==> src/rtl/serial_mux_pkg.sv <==
// ============================================================================
// serial_mux_pkg : lane constants, lane index type and lane-to-bit mapping
//                  shared by both ends of the 8:1 TDM link.
// Option macro   : SERIAL_DEMUX_MSB_FIRST_EN (first frame bit -> MSB)
// Revision       : 1.0
// ============================================================================
`default_nettype none

package serial_mux_pkg;

  localparam int MUX_LANES = 8;
  localparam int MUX_SEL_W = 3;

  typedef logic [MUX_SEL_W-1:0] lane_idx_t;

  function automatic lane_idx_t lane_to_bit(input lane_idx_t i_lane);
`ifdef SERIAL_DEMUX_MSB_FIRST_EN
    lane_to_bit = lane_idx_t'(MUX_LANES - 1) - i_lane;
`else
    lane_to_bit = i_lane;
`endif
  endfunction

endpackage

`default_nettype wire

==> src/rtl/serial_demux_1to8_if.sv <==
// ============================================================================
// serial_demux_1to8_if : serial input side and assembled-word output side
//                        of the 1:8 demux.
// Revision             : 1.0
// ============================================================================
`default_nettype none

interface serial_demux_1to8_if
  import serial_mux_pkg::*;
#(
  parameter int LANES = MUX_LANES,
  parameter int SEL_W = MUX_SEL_W
);

  logic             din;
  logic             din_valid;
  logic             sync;
  logic [LANES-1:0] dout;
  logic             dout_valid;
  logic [SEL_W-1:0] lane;
  logic             sync_err;

  modport master (
    output din,
    output din_valid,
    output sync,
    input  dout,
    input  dout_valid,
    input  lane,
    input  sync_err
  );

  modport slave (
    input  din,
    input  din_valid,
    input  sync,
    output dout,
    output dout_valid,
    output lane,
    output sync_err
  );

endinterface

`default_nettype wire

==> src/rtl/lane_decoder_3to8.sv <==
// ============================================================================
// lane_decoder_3to8 : one-hot lane write enable, same AND-term decode as
//                     the transmit-side select.
// Revision          : 1.0
// ============================================================================
`default_nettype none

module lane_decoder_3to8
  import serial_mux_pkg::*;
(
  input  wire lane_idx_t            i_lane,
  input  wire                       i_en,
  output logic [MUX_LANES-1:0]      o_we
);

  for (genvar g = 0; g < MUX_LANES; g++) begin : g_dec
    assign o_we[g] = i_en && (i_lane == lane_idx_t'(g));
  end

endmodule

`default_nettype wire

==> src/rtl/serial_demux_1to8.sv <==
// ============================================================================
// serial_demux_1to8 : routes serial bits into lane registers, emits each
//                     completed 8-bit frame with a one-cycle valid strobe.
// Option macro      : SERIAL_DEMUX_MSB_FIRST_EN (via serial_mux_pkg)
// Revision          : 1.0
// ============================================================================
`default_nettype none

module serial_demux_1to8
  import serial_mux_pkg::*;
#(
  parameter int LANES = MUX_LANES,
  parameter int SEL_W = MUX_SEL_W
)(
  input  wire                   clk,
  input  wire                   rst,
  serial_demux_1to8_if.slave    bus
);

  localparam logic [SEL_W-1:0] c_last_lane = SEL_W'(LANES - 1);

  logic [LANES-1:0] r_shadow;
  logic [LANES-1:0] r_dout;
  logic [SEL_W-1:0] r_lane;
  logic             r_dout_valid;
  logic             r_sync_err;

  logic             w_bit_wr;
  logic             w_last;
  logic [LANES-1:0] w_we;
  logic [LANES-1:0] w_asm;
  logic [LANES-1:0] w_frame;
  logic [LANES-1:0] w_sync_shadow;

  // A sync cycle restarts the frame, so it never takes the normal lane write.
  assign w_bit_wr = bus.din_valid && !bus.sync;
  assign w_last   = w_bit_wr && (r_lane == c_last_lane);

  lane_decoder_3to8 u_dec (
    .i_lane (lane_idx_t'(r_lane)),
    .i_en   (w_bit_wr),
    .o_we   (w_we)
  );

  always_comb begin
    w_asm = r_shadow;
    for (int i = 0; i < LANES; i++) begin
      if (w_we[i]) w_asm[i] = bus.din;
    end
  end

  // Reorder lane-indexed bits into output bit positions.
  always_comb begin
    w_frame = '0;
    for (int i = 0; i < LANES; i++) begin
      w_frame[lane_to_bit(lane_idx_t'(i))] = w_asm[i];
    end
  end

  always_comb begin
    w_sync_shadow    = '0;
    w_sync_shadow[0] = bus.din_valid && bus.din;
  end

  always_ff @(posedge clk or posedge rst) begin
    if (rst) begin
      r_shadow     <= '0;
      r_dout       <= '0;
      r_lane       <= '0;
      r_dout_valid <= 1'b0;
      r_sync_err   <= 1'b0;
    end else begin
      r_dout_valid <= 1'b0;
      r_sync_err   <= 1'b0;
      if (bus.sync) begin
        r_shadow   <= w_sync_shadow;
        r_lane     <= bus.din_valid ? SEL_W'(1) : '0;
        r_sync_err <= (r_lane != '0);
      end else if (bus.din_valid) begin
        r_shadow <= w_asm;
        r_lane   <= r_lane + SEL_W'(1);
        if (w_last) begin
          r_dout       <= w_frame;
          r_dout_valid <= 1'b1;
        end
      end
    end
  end

  assign bus.dout       = r_dout;
  assign bus.dout_valid = r_dout_valid;
  assign bus.lane       = r_lane;
  assign bus.sync_err   = r_sync_err;

endmodule

`default_nettype wire

==> src/flat_wrapper.sv <==
// flat-port wrapper written by rule: the top's interface ports become plain ports
module serial_demux_1to8_flat import serial_mux_pkg::*;
#(
  parameter int LANES = MUX_LANES,
  parameter int SEL_W = MUX_SEL_W
)
  (clk, rst, bus_din, bus_din_valid, bus_sync, bus_dout, bus_dout_valid, bus_lane, bus_sync_err);
  serial_demux_1to8_if #(.LANES(LANES), .SEL_W(SEL_W)) bus_i ();
  input  wire clk;
  input  wire rst;
  input wire logic [$bits(bus_i.din)-1:0] bus_din;
  input wire logic [$bits(bus_i.din_valid)-1:0] bus_din_valid;
  input wire logic [$bits(bus_i.sync)-1:0] bus_sync;
  output wire logic [$bits(bus_i.dout)-1:0] bus_dout;
  output wire logic [$bits(bus_i.dout_valid)-1:0] bus_dout_valid;
  output wire logic [$bits(bus_i.lane)-1:0] bus_lane;
  output wire logic [$bits(bus_i.sync_err)-1:0] bus_sync_err;
  assign bus_i.din = bus_din;
  assign bus_i.din_valid = bus_din_valid;
  assign bus_i.sync = bus_sync;
  assign bus_dout = bus_i.dout;
  assign bus_dout_valid = bus_i.dout_valid;
  assign bus_lane = bus_i.lane;
  assign bus_sync_err = bus_i.sync_err;
  serial_demux_1to8 #(.LANES(LANES), .SEL_W(SEL_W)) u_core (.clk(clk), .rst(rst), .bus(bus_i));
endmodule
==> config.mk <==
export PLATFORM = sky130hd
export DESIGN_NAME = serial_demux_1to8_flat
export DESIGN_NICKNAME = d
export VERILOG_FILES = /design/src/rtl/serial_mux_pkg.sv /design/src/rtl/serial_demux_1to8_if.sv /design/src/rtl/lane_decoder_3to8.sv /design/src/rtl/serial_demux_1to8.sv /design/src/flat_wrapper.sv
export SDC_FILE = /design/constraint.sdc
export NUM_CORES = 1
export LEC_CHECK = 0
export ABC_AREA = 1
export ABC_CLOCK_PERIOD_IN_PS = 2900
export BUFFER_PORTS_ARGS = -buffer_cell sky130_fd_sc_hd__buf_2
export CAP_MARGIN = 5
export CORE_MARGIN = 3
export CORE_UTILIZATION = 57
export DETAILED_ROUTE_END_ITERATION = 12
export PLACE_DENSITY_LB_ADDON = 0.15
export SLEW_MARGIN = 10
export SYNTH_ARGS = -nofsm -noshare
export SYNTH_HDL_FRONTEND = slang
export SYNTH_HIERARCHICAL = 1
export SYNTH_SLANG_ARGS = --single-unit
==> constraint.sdc <==
create_clock -name clk -period 2.9 [get_ports clk]
set_clock_uncertainty 0.2 [all_clocks]
set_input_delay 0.58 -clock clk [delete_from_list [all_inputs] [get_ports clk]]
set_output_delay 0.58 -clock clk [all_outputs]
set_load 0.01 [all_outputs]
# Word-level counts from Yosys, hierarchy flattened
# Cells that the tools add are included.
[op_classes] add_sub_neg=1 eq_ne=7 mux=17 bitwise_logic=1 n_reduce_logical=15
[op_table] op="$mux W8" n=2
[op_table] op="$mux W1" n=13
[op_table] op="$eq A3 B3 Y1 const B" n=4
[op_table] op="$logic_and A1 B1 Y1" n=10
[op_table] op="$eq A3 B2 Y1 const B" n=2
[op_table] op="$mux W3" n=2
[op_table] op="$add A3 B1 Y3 const B" n=1
[op_table] op="$eq A3 B1 Y1 const B" n=1
[op_table] op="$logic_not A3 Y1" n=1
[op_table] op="$reduce_and A3 Y1" n=1
[op_table] op="$reduce_bool A3 Y1" n=1
[op_table] op="$reduce_bool A2 Y1" n=1
[op_table] op="$logic_not A1 Y1" n=1
[op_table] op="$not A1 Y1" n=1
[totals] regBits=21 in_bits=5 output_inout_bits=13 wordCells=46

# Depth between registers and ports, before layout
# Gate-level depths: netlist (run 1).
[logic_depth] word_depth=6 ltp_mapped=10 ltp_nobuf=9

# Modules after synthesis
# The synthesis (run 1) kept the hierarchy.
[by_module_without_submodules] module="serial_demux_1to8" instances=1 cells_per_inst=122 area_per_inst_um2=977.2 seq_area_each_um2=525.5
[by_module_without_submodules] module="lane_decoder_3to8" instances=1 cells_per_inst=17 area_per_inst_um2=63.8 seq_area_each_um2=0.0

# Worst setup path after synthesis (run 1)
# Ideal clock, no wire load.
[synth_path] path_kind="input port to flip-flop" startpoint="input port bus_din_valid" endpoint="register u_core.r_shadow[0]" setup_ps=116 arrival_time_ps=1327 required_ps=2584 slack_ps=1256 path_stages=10 path_buffers=1 path_cell_list="inv_2 nor2_2 buf_6 nand2_1 nor2_1 inv_1 nand2_1 nand3_1 nand2_1 nand2_1"
[synth_between] elab_chain_cells=5 elab_cells_between_ends=7 cone_classes="3 x mux; 4 x reduce/logical"
[synth_lines] item="from (decl)" line_no="flat_wrapper.sv:12" rtl="input wire logic [$bits(bus_i.din_valid)-1:0] bus_din_valid;"
[synth_lines] item="$logic_and A1 B1 Y1" line_no="serial_demux_1to8.sv:36" rtl="assign w_bit_wr = bus.din_valid && !bus.sync;"
[synth_lines] item="named net u_core.w_bit_wr" line_no="serial_demux_1to8.sv:28" rtl="logic w_bit_wr;"
[synth_lines] item="$logic_and A1 B1 Y1" line_no="lane_decoder_3to8.sv:17" rtl="assign o_we[g] = i_en && (i_lane == lane_idx_t'(g));"
[synth_lines] item="named net u_core.w_we[0]" line_no="serial_demux_1to8.sv:30" rtl="logic [LANES-1:0] w_we;"
[synth_lines] item="$mux W1" line_no="serial_demux_1to8.sv:48" rtl="if (w_we[i]) w_asm[i] = bus.din;"
[synth_lines] item="$mux W8" line_no="serial_demux_1to8.sv:79" rtl="end else if (bus.din_valid) begin"
[synth_lines] item="$mux W8" line_no="serial_demux_1to8.sv:75" rtl="if (bus.sync) begin"
[synth_lines] item="to (signal assigned)" line_no="serial_demux_1to8.sv:76" rtl="r_shadow <= w_sync_shadow;"
[synth_lines] item="to (signal assigned)" line_no="serial_demux_1to8.sv:80" rtl="r_shadow <= w_asm;"
[synth_lines] item="to (decl)" line_no="serial_demux_1to8.sv:22" rtl="logic [LANES-1:0] r_shadow;"
# The timed path passes the listed nets, and every way through them passes these cells. The select of a mux whose other input is x is not followed.
# A chain may end at the register's enable or synchronous reset.

# Worst setup path in the final report (run 1)
[layout_path] startpoint="input port bus_din_valid" endpoint="register u_core.r_shadow[3]"
[layout_between] elab_chain_cells=5 elab_cells_between_ends=6 cone_classes="3 x mux; 3 x reduce/logical"
[layout_lines] item="$logic_and A1 B1 Y1" line_no="serial_demux_1to8.sv:36"
[layout_lines] item="$logic_and A1 B1 Y1" line_no="lane_decoder_3to8.sv:17"
[layout_lines] item="named net u_core.w_we[3]" line_no="serial_demux_1to8.sv:30"
[layout_lines] item="$mux W1" line_no="serial_demux_1to8.sv:48"
[layout_lines] item="$mux W8" line_no="serial_demux_1to8.sv:79"
[layout_lines] item="$mux W8" line_no="serial_demux_1to8.sv:75"
# The timed path passes the listed nets, and every way through them passes these cells. The select of a mux whose other input is x is not followed.

==> results of run 1 <==
==> through the flow <==
step	setup WS (ns)	utilization, %	total power [mW]	hold slack [ns]	instances
floorplan	1.26	-	0.364	0.249	139
global placement	0.815	70.7	0.385	0.257	178
detailed placement	0.712	70.7	0.389	0.260	178
CTS	1.05	72.4	0.531	0.220	182
global route	0.839	72.4	0.560	0.238	182
finish	0.987	72.4	0.525	0.205	182
==> routing by layer <==
metal  up-vias  GRT usage, %
li1        456             -
met1       421          24.5
met2        47          33.5
met3        10          3.07
met4         0          12.8
met5         -             0
==> cell families (layout without fill, tap and decap cells) <==
group | after synthesis | count (layout) | share of synthesized area (%)
AOI/OAI and AO/OA | 13 | 13 | 6.25
buffers and inverters | 22 | 41 | 8.77
DFF | 21 | 21 | 50.5
adders and majority gates | 3 | 3 | 3.61
and+or+nand+nor | 80 | 80 | 30.9
==> registers in the layout, summed over array words and instances (netlist names) <==
signal / flops
u_core/bus.dout_valid: 1
u_core/bus.lane: 3
u_core/bus.sync_err: 1
u_core/bus.dout: 8
u_core/r_shadow: 8
==> area by class of cell <==
| type | count | area (µm²) | area share, % |
|---|---|---|---|
| Tap cell | 24 | 30.0 | 2.57 |
| Timing Repair Buffer | 17 | 85.1 | 7.29 |
| Clock buffer | 3 | 22.5 | 1.93 |
| Sequential cell | 21 | 526 | 45.0 |
| Inverter | 20 | 75.1 | 6.43 |
| Clock inverter | 1 | 5.00 | 0.429 |
| Multi-Input combinational cell | 96 | 424 | 36.3 |
==> worst max-delay path by stage <==
stage | from | slack [ns] | cells past startpoint | endpoint
floorplan | bus_din_valid | 1.26 | 10 | u_core/r_shadow[0]$_DFFE_PP0P_
global placement | bus_din_valid | 0.81 | 10 | u_core/r_shadow[0]$_DFFE_PP0P_
detailed placement | bus_din_valid | 0.71 | 10 | u_core/r_shadow[0]$_DFFE_PP0P_
CTS | bus_din_valid | 1.05 | 10 | u_core/r_shadow[0]$_DFFE_PP0P_
global route | bus_din_valid | 0.84 | 9 | u_core/bus.dout[3]$_DFFE_PP0P_
finish | bus_din_valid | 0.99 | 9 | u_core/r_shadow[3]$_DFFE_PP0P_
==> power by group through the flow <==
stage | clock network [mW] | logic [mW] | registers, mW
2_1_floorplan | 0 | 0.0396 | 0.324
3_3_place_gp | 0 | 0.0659 | 0.319
3_5_place_dp | 0 | 0.0692 | 0.320
4_1_cts | 0.148 | 0.0693 | 0.314
5_1_grt | 0.165 | 0.0779 | 0.316
6_report | 0.142 | 0.0693 | 0.314
==> critical path, delay by kind of cell <==
kind / cells / cell delay (ns)
AO/OA/AOI/OAI: 1 / 0.13
buffers and inverters: 2 / 0.19
AND/OR/NAND/NOR: 6 / 1.07
==> placed cells by master (no fill, tap or decap) <==
cell      Yosys  final
a21oi_1       2      2
buf_2         1     17
clkbuf_4      0      3
clkinv_2      0      1
dfrtp_1      21     21
ha_1          3      3
inv_1        19     19
inv_2         1      1
nand2_1      67     67
nand2_2       1      1
nand3_1       1      1
nor2_1        8      8
nor2_2        1      1
nor2_4        2      2
o21ai_0      10     10
o21ai_1       1      1
==> cell usage after synthesis <==
| cell | instances |
|---|---|
| dfrtp_1 | 21 |
| buf_2 | 1 |
| nand2_2 | 1 |
| buf_6 | 1 |
| a21oi_1 | 2 |
| nand3_1 | 1 |
| inv_2 | 1 |
| o21ai_0 | 10 |
| nor2_2 | 1 |
| nand2_1 | 67 |
| nor2_4 | 2 |
| nor2_1 | 8 |
| o21ai_1 | 1 |
| inv_1 | 19 |
| ha_1 | 3 |
==> summary.txt, run 1 <==
LEAKAGE = 0.644 nW
Antenna Cells = 0
CP peak stage delay = 0.41 ns
Fin. Hold Viols = 0
Hold Path Class = input pin to async pin
clock buffer depth = 2
IO Count = 18
die area = 2380 µm²
CTS Root Cell = clkbuf_4
reg2reg path depth = 6
DR vias/cell = 5.13
CTS tree = built
Yosys top cell area share = 50.5%
Least-Margin Pin Slew = 0.804 ns
largest net degree at the start of global routing = 22
Sink Count = 21
Die W = 48.7 µm
Worst path slowest cell = nor2_2
uppermost routed layer = met4
core box area = 1610 µm²
# hold bufs at CTS = 0
Die Height = 48.7 µm
clock share of power = 27.0%
max-cap check violation count = 0
first-pass GRT wire length = 3.71 mm
post-CTS sizing = 0
Final setup viols = 0
Iter 0 DRT Violations = 37
met3 wire length = 145 µm
Final Cell Area = 1170 µm²
antenna violations before repair = 0
total grt overflow = 0
switching power = 0.146 mW
total negative slack = 0 ns
layout cell share with drive strength beyond 1 = 16.5%
synth warn = 6
main area contributors after synthesis = dfrtp_1 50%, nand2_1 24%, inv_1 6.9%
critical path type = input pin to flip-flop
CP dominant cell by count = nand2_1
H-Tree Depth = 1
reg2reg start = u_core/bus.lane[0]$_DFFE_PP0P_
outcome = complete, no violations
placed instance area = 1140 µm²
flops & latches, synth = 21
DR WL/cell = 11.8 µm
Remaining DRCs = 0
Register-to-Register Setup Slack = 1.37 ns
gr usage total = 20.2%
PwrDens = 450 nW/µm²
Netlist Area Pre-Place = 1040 µm²
met2 routed WL = 1.02 mm
Std-Cell Rows = 14
initial core utilization = 64.6%
Syn Inst Count = 139
relative slew slack = 46.3%
f_max = 523 MHz
Synth area leader = dfrtp_1
Synth Net Count = 147
critical path fanouts, max = 12
Synth Area per Inst = 7.49 µm²
crit share post-route = 66.0%
CP Capture Type = flip-flop
Worst Path Required = 2.95 ns
CTS buffer count = 3
sequential cell area fraction in the yosys report = 50.5%
Worst setup SP type = input pin
Distinct cells, synth = 15
FF-to-FF End = u_core/bus.dout[2]$_DFFE_PP0P_
Worst Path Arrival = 1.96 ns
design internal power = 0.379 mW
routability cong. = 0.817
Fillers = 150
Gate power share = 13.2%
crit-path cells = buf_2 -> inv_2 -> nor2_2 -> nand2_1 -> nor2_1 -> nand2_1 -> o21ai_0 -> nand2_1 -> nand2_1
Port Buffer Count = 17
Worst-Skew Late Latency = 0.31 ns
DP HPWL = 1.56 mm
vias = 934
setup bufs post-CTS = 0
RSZ-0062 raised after global routing = no
switching part of the total = 27.8%
final net count = 167
WL final = 2.14 mm
Met1 Wirelength = 905 µm
min Tclk post-route = 1.91 ns
sequential share of power = 59.8%
drt pass-1 iters = 4
Synth-to-Final Area Change = 12.1%
pins over their slew limit = 0
post-route ant nets = 0
Max rail drop VDD = 0.000346 V
vias in the first global route = 864
Clock transition at path regs = 0.12 ns
Note: power is estimated with default switching activity, not from simulation.
==> inputs of run 2 (changes only) <==
ABC_CLOCK_PERIOD_IN_PS = 1760   (was 2900)
CORE_UTILIZATION = 53   (was 57)
clock period = 1.76 ns   (was 2.9 ns; I/O delays follow)
==> summary.txt, run 2 (synthesized netlist as in run 1, its figures left out) <==
outcome = complete, no violations
uppermost routed layer = met4
DR vias/cell = 4.71 (-8.3%)
PwrDens = 715 nW/µm² (+59%)
drt pass-1 iters = 5 (+1)
crit path buf inv count = 1 (-1)
Antenna Cells = 0 (unchanged)
met3 wire length = 67 µm (-54%)
Die Height = 50.3 µm (+3.3%)
DP HPWL = 1.45 mm (-7.1%)
total grt overflow = 0 (unchanged)
Tot Pwr = 0.858 mW (+63%)
Worst-Skew Late Latency = 0.29 ns (-0.02 ns)
register area = 526 µm² (unchanged)
core box area = 1780 µm² (+11%)
largest net degree at the start of global routing = 22 (unchanged)
LEAKAGE = 0.663 nW (+3.0%)
H-Tree Depth = 1 (unchanged)
pins over their slew limit = 0 (unchanged)
Remaining DRCs = 0 (unchanged)
Met1 Wirelength = 952 µm (+5.2%)
Clock transition at path regs = 0.11 ns (about the same)
routability cong. = 0.803 (-1.7%)
relative slew slack = 82.4% (+36 points)
commonest non-fill, non-tap cell in the layout = nand2_1
Setup WS post-layout = 0.218 ns (-0.769 ns)
initial core utilization = 58.4% (-6.2 points)
Iter 0 DRT Violations = 11 (-70%)
CP Capture Type = flip-flop
post-CTS sizing = 0 (unchanged)
commonest cells after routing, fill and taps aside = 67 x nand2_1, 21 x dfrtp_1, 19 x inv_1
Final Cell Area = 1200 µm² (+2.9%)
Worst Path Required = 1.80 ns (-1.15 ns)
vias = 880 (-5.8%)
die area = 2530 µm² (+6.6%)
Worst setup SP type = flip-flop
post-route ant nets = 0 (unchanged)
RSZ-0062 raised after global routing = no
Die W = 50.3 µm (+3.3%)
Least-Margin Pin Slew = 0.263 ns (-0.541 ns)
Worst Path Arrival = 1.59 ns (-0.37 ns)
crit share post-route = 87.6%
max-cap check violation count = 0 (unchanged)
critical path fanouts, max = 9 (-3)
vias in the first global route = 852 (-1.4%)
Port Buffer Count = 17 (unchanged)
met2 routed WL = 908 µm (-11%)
min Tclk post-route = 1.54 ns
Hold Path Class = input pin to flip-flop
total negative slack = 0 ns (unchanged)
CTS buffer count = 3 (unchanged)
Final setup viols = 0 (unchanged)
antenna violations before repair = 0 (unchanged)
critical path type = flip-flop to flip-flop
WL final = 1.94 mm (-9.2%)
crit-path cells = ha_1 -> ha_1 -> inv_1 -> nor2_4 -> nand2_1 -> nand2_1
Fin. Hold Viols = 0 (unchanged)
placed instance area = 1160 µm² (+2.1%)
DR WL/cell = 10.4 µm (-12%)
final net count = 171 (+2.4%)
CP peak stage delay = 0.45 ns (+0.04 ns)
Synth-to-Final Area Change = 15.4%
clock buffer depth = 2 (unchanged)
layout cell share with drive strength beyond 1 = 17.9% (+1.4 points)
Sink Count = 21 (unchanged)
Worst path slowest cell = dfrtp_1
Max rail drop VDD = 0.000388 V (+12%)
first-pass GRT wire length = 3.57 mm (-3.7%)
CTS Root Cell = clkbuf_4
gr usage total = 18.2% (-2.1 points)
f_max = 648 MHz
CTS tree = built
multi-input logic area = 424 µm² (unchanged)
IO Count = 18 (unchanged)
setup bufs post-CTS = 0 (unchanged)
Worst path top cell family by delay = flip-flops
Std-Cell Rows = 15 (+1)
Fillers = 148 (-1.3%)
dpl ws = 0.205 ns (-0.507 ns)
-- run 2: cell types whose count changed in the layout (fill, tap and decap cells not counted) --
cell / before / now
buf_4: 0 / 3
dlygate4sd3_1: 0 / 1
-- run 2: layout make-up --
type / instances / share of cell area [%]
well taps: 25 / 2.60
inverters: 20 / 6.25
clock buffers: 3 / 1.88
flip-flops and latches: 21 / 43.8
clock inverters: 1 / 0.417
multi-input cells: 96 / 35.3
repair buffers: 21 / 9.79
-- run 2: what timing repair did --
item                                   4_1_cts  5_1_grt
endpoints found under the hold margin       21        0
hold buffers                                 1        0
setup endpoints to repair                    0        0
-- run 2: routing by layer --
| layer | global-route usage (%) | vias to the layer above |
|---|---|---|
| met5 | 0 | - |
| met4 | 8.07 | 0 |
| met3 | 2.67 | 2 |
| met2 | 29.6 | 17 |
| met1 | 23.9 | 403 |
| li1 | - | 458 |
-- run 2: final timing paths --
path | start | slack (ns) | to | depth (start not counted)
setup / recovery | u_core/bus.lane[0]$_DFFE_PP0P_ | 0.22 | u_core/bus.dout[5]$_DFFE_PP0P_ | 6
hold / removal | bus_din_valid | 0.14 | u_core/bus.lane[0]$_DFFE_PP0P_ | 3
setup reg to reg | u_core/bus.lane[0]$_DFFE_PP0P_ | 0.22 | u_core/bus.dout[5]$_DFFE_PP0P_ | 6
hold reg to reg | u_core/bus.dout[2]$_DFFE_PP0P_ | 0.29 | u_core/bus.dout[2]$_DFFE_PP0P_ | 2
max in group asynchronous | rst | 0.73 | u_core/bus.lane[0]$_DFFE_PP0P_ | 4
min in group asynchronous | rst | 0.42 | u_core/bus.dout_valid$_DFF_PP0_ | 4
-- run 2: metrics by stage --
stage	util [%]	instances	hold slack, ns
after floorplan	-	139	0.129
after global placement	65.3	182	0.186
after detailed placement	65.3	182	0.197
after CTS	67.4	187	0.135
after global routing	67.4	187	0.152
final	67.4	187	0.140
-- run 2: worst register-to-register path, cell delays in order (launching register included) --
cell and delay, ns:
dfrtp_1 0.45, ha_1 0.19, ha_1 0.19, inv_1 0.08, nor2_4 0.23, nand2_1 0.09
nand2_1 0.07
-- run 2: report_power, final --
group / leakage (nW) / switching, mW / internal [mW] / total (mW)
Clock: 0.0177 / 0.140 / 0.0846 / 0.224
Sequential: 0.280 / 0.0149 / 0.503 / 0.517
Combinational: 0.365 / 0.0737 / 0.0430 / 0.117
Total: 0.663 / 0.228 / 0.630 / 0.858
==> inputs of run 3 (changes only) <==
ABC_CLOCK_PERIOD_IN_PS = 1990   (was 1760)
CORE_UTILIZATION = 57   (was 53)
HOLD_SLACK_MARGIN = 0.1   (was default)
clock period = 1.99 ns   (was 1.76 ns; I/O delays follow)
==> summary.txt, run 3 (synthesized netlist as in run 1, its figures left out) <==
outcome = complete, no violations
DR vias/cell = 4.75 (+0.85%)
final net count = 170 (-0.58%)
Least-Margin Pin Slew = 0.297 ns (+0.0340 ns)
Worst Path Arrival = 0.93 ns (-0.66 ns)
reg2reg start = u_core/bus.lane[0]$_DFFE_PP0P_
switching power = 0.206 mW (-9.8%)
pins over their slew limit = 0 (unchanged)
antenna violations before repair = 0 (unchanged)
clock buffer depth = 2 (unchanged)
Port Buffer Count = 17 (unchanged)
Final Cell Area = 1190 µm² (-0.73%)
crit path buf inv count = 1 (unchanged)
CP Capture Type = primary output
Synth-to-Final Area Change = 14.5%
PwrDens = 639 nW/µm² (-11%)
relative slew slack = 80.2% (-2.3 points)
Max rail drop VDD = 0.000432 V (+11%)
Worst-Skew Late Latency = 0.30 ns (about the same)
dpl ws = 0.218 ns (+0.0128 ns)
Iter 0 DRT Violations = 35 (+24)
CTS tree = built
Antenna Cells = 0 (unchanged)
largest net degree at the start of global routing = 22 (unchanged)
H-Tree Depth = 1 (unchanged)
Worst Path Required = 1.39 ns (-0.41 ns)
worst hold start = bus_din_valid
Worst setup SP type = flip-flop
drt pass-1 iters = 4 (-1)
Remaining DRCs = 0 (unchanged)
vias in the first global route = 866 (+1.6%)
Die Height = 48.7 µm (-3.1%)
post-CTS sizing = 0 (unchanged)
Final setup viols = 0 (unchanged)
routability cong. = 0.880 (+9.6%)
# hold bufs at CTS = 1 (unchanged)
DP HPWL = 1.48 mm (+1.5%)
LEAKAGE = 0.658 nW (-0.77%)
commonest cells after routing, fill and taps aside = 67 x nand2_1, 21 x dfrtp_1, 19 x inv_1
Die W = 48.7 µm (-3.1%)
Worst path top cell family by delay = flip-flops
Hold Path Class = input pin to flip-flop
Tot Pwr = 0.762 mW (-11%)
CTS Root Cell = clkbuf_4
placed instance area = 1150 µm² (-0.75%)
M3 GR Usage = 2.15% (-0.52 points)
GR Util met2 = 32.8% (+3.2 points)
min Tclk post-route = 1.52 ns
crit path launch = u_core/bus.lane[0]$_DFFE_PP0P_
commonest non-fill, non-tap cell in the layout = nand2_1
initial core utilization = 64.6% (+6.2 points)
core box area = 1610 µm² (-9.6%)
total negative slack = 0 ns (unchanged)
routing usage on met1 = 25.2% (+1.4 points)
max-cap check violation count = 0 (unchanged)
Std-Cell Rows = 14 (-1)
setup bufs post-CTS = 0 (unchanged)
f_max = 656 MHz
RSZ-0062 raised after global routing = no
design internal power = 0.556 mW (-12%)
critical path fanouts, max = 6 (-3)
clock share of power = 26.6% (+0.5 points)
DR WL/cell = 10.9 µm (+4.9%)
vias = 878 (-0.23%)
critical path type = flip-flop to primary output
Core Util, Final = 74.0% (+6.6 points)
Worst path slowest cell = dfrtp_1
Fin. Hold Viols = 0 (unchanged)
post-route ant nets = 0 (unchanged)
crit-path cells = buf_2
Fillers = 139 (-6.1%)
die area = 2380 µm² (-6.2%)
Gate power share = 13.3% (-0.3 points)
crit share post-route = 76.6%
IO Count = 18 (unchanged)
Clock transition at path regs = 0.12 ns (about the same)
busiest grt layer = met2
CTS buffer count = 3 (unchanged)
switching part of the total = 27.0% (+0.43 points)
sequential share of power = 60.1% (-0.2 points)
total grt overflow = 0 (unchanged)
first-pass GRT wire length = 3.68 mm (+3.1%)
Setup WS post-layout = 0.465 ns (+0.247 ns)
gr usage total = 19.6% (+1.5 points)
CP peak stage delay = 0.46 ns (about the same)
WL final = 2.02 mm (+3.8%)
Sink Count = 21 (unchanged)
layout cell share with drive strength beyond 1 = 17.4% (-0.51 points)
==> run 3: cell types whose count changed in the layout (fill, tap and decap cells not counted), sizes merged <==
cell,delta
buf,-1
==> run 3: final cells by class <==
type,instances,area [µm²],share of cell area [%]
Clock buffer,3,22.5,1.89
Clock inverter,1,5.00,0.420
Inverter,20,75.1,6.30
Multi-Input combinational cell,96,424,35.6
Sequential cell,21,526,44.1
Tap cell,24,30.0,2.52
Timing Repair Buffer,20,110,9.23
==> run 3: worst paths after layout <==
check	to	slack [ns]	cells after the start
setup / recovery	bus_lane[0]	0.47	1
hold / removal	u_core/bus.lane[0]$_DFFE_PP0P_	0.19	3
setup reg to reg	u_core/bus.dout[2]$_DFFE_PP0P_	0.47	6
hold reg to reg	u_core/bus.dout[5]$_DFFE_PP0P_	0.28	2
max in group asynchronous	u_core/bus.dout[3]$_DFFE_PP0P_	0.93	4
min in group asynchronous	u_core/bus.dout_valid$_DFF_PP0_	0.45	4
==> run 3: tightest hold or removal path, stage by stage <==
cell	delay, ns
buf_2	0.13
o21ai_0	0.07
o21ai_1	0.06
==> run 3: power by group through the flow <==
stage	Clock, mW	Combinational [mW]	Sequential, mW
after floorplan	0	0.0577	0.472
after global placement	0	0.0985	0.465
after detailed placement	0	0.100	0.467
after CTS	0.208	0.102	0.458
after global routing	0.230	0.115	0.462
final	0.203	0.102	0.458
==> run 3: per-layer routing <==
metal,share of wire (%),wire (µm)
met3,6.5,131
met1,44,896
met4,1.5,30
met5,0,0
met2,48,959
==> run 3: per-stage QoR <==
stage / hold slack (ns) / cells
global route: 0.208 / 185
detailed placement: 0.237 / 180
finish: 0.187 / 185
floorplan: 0.175 / 139
CTS: 0.185 / 185
global placement: 0.233 / 180
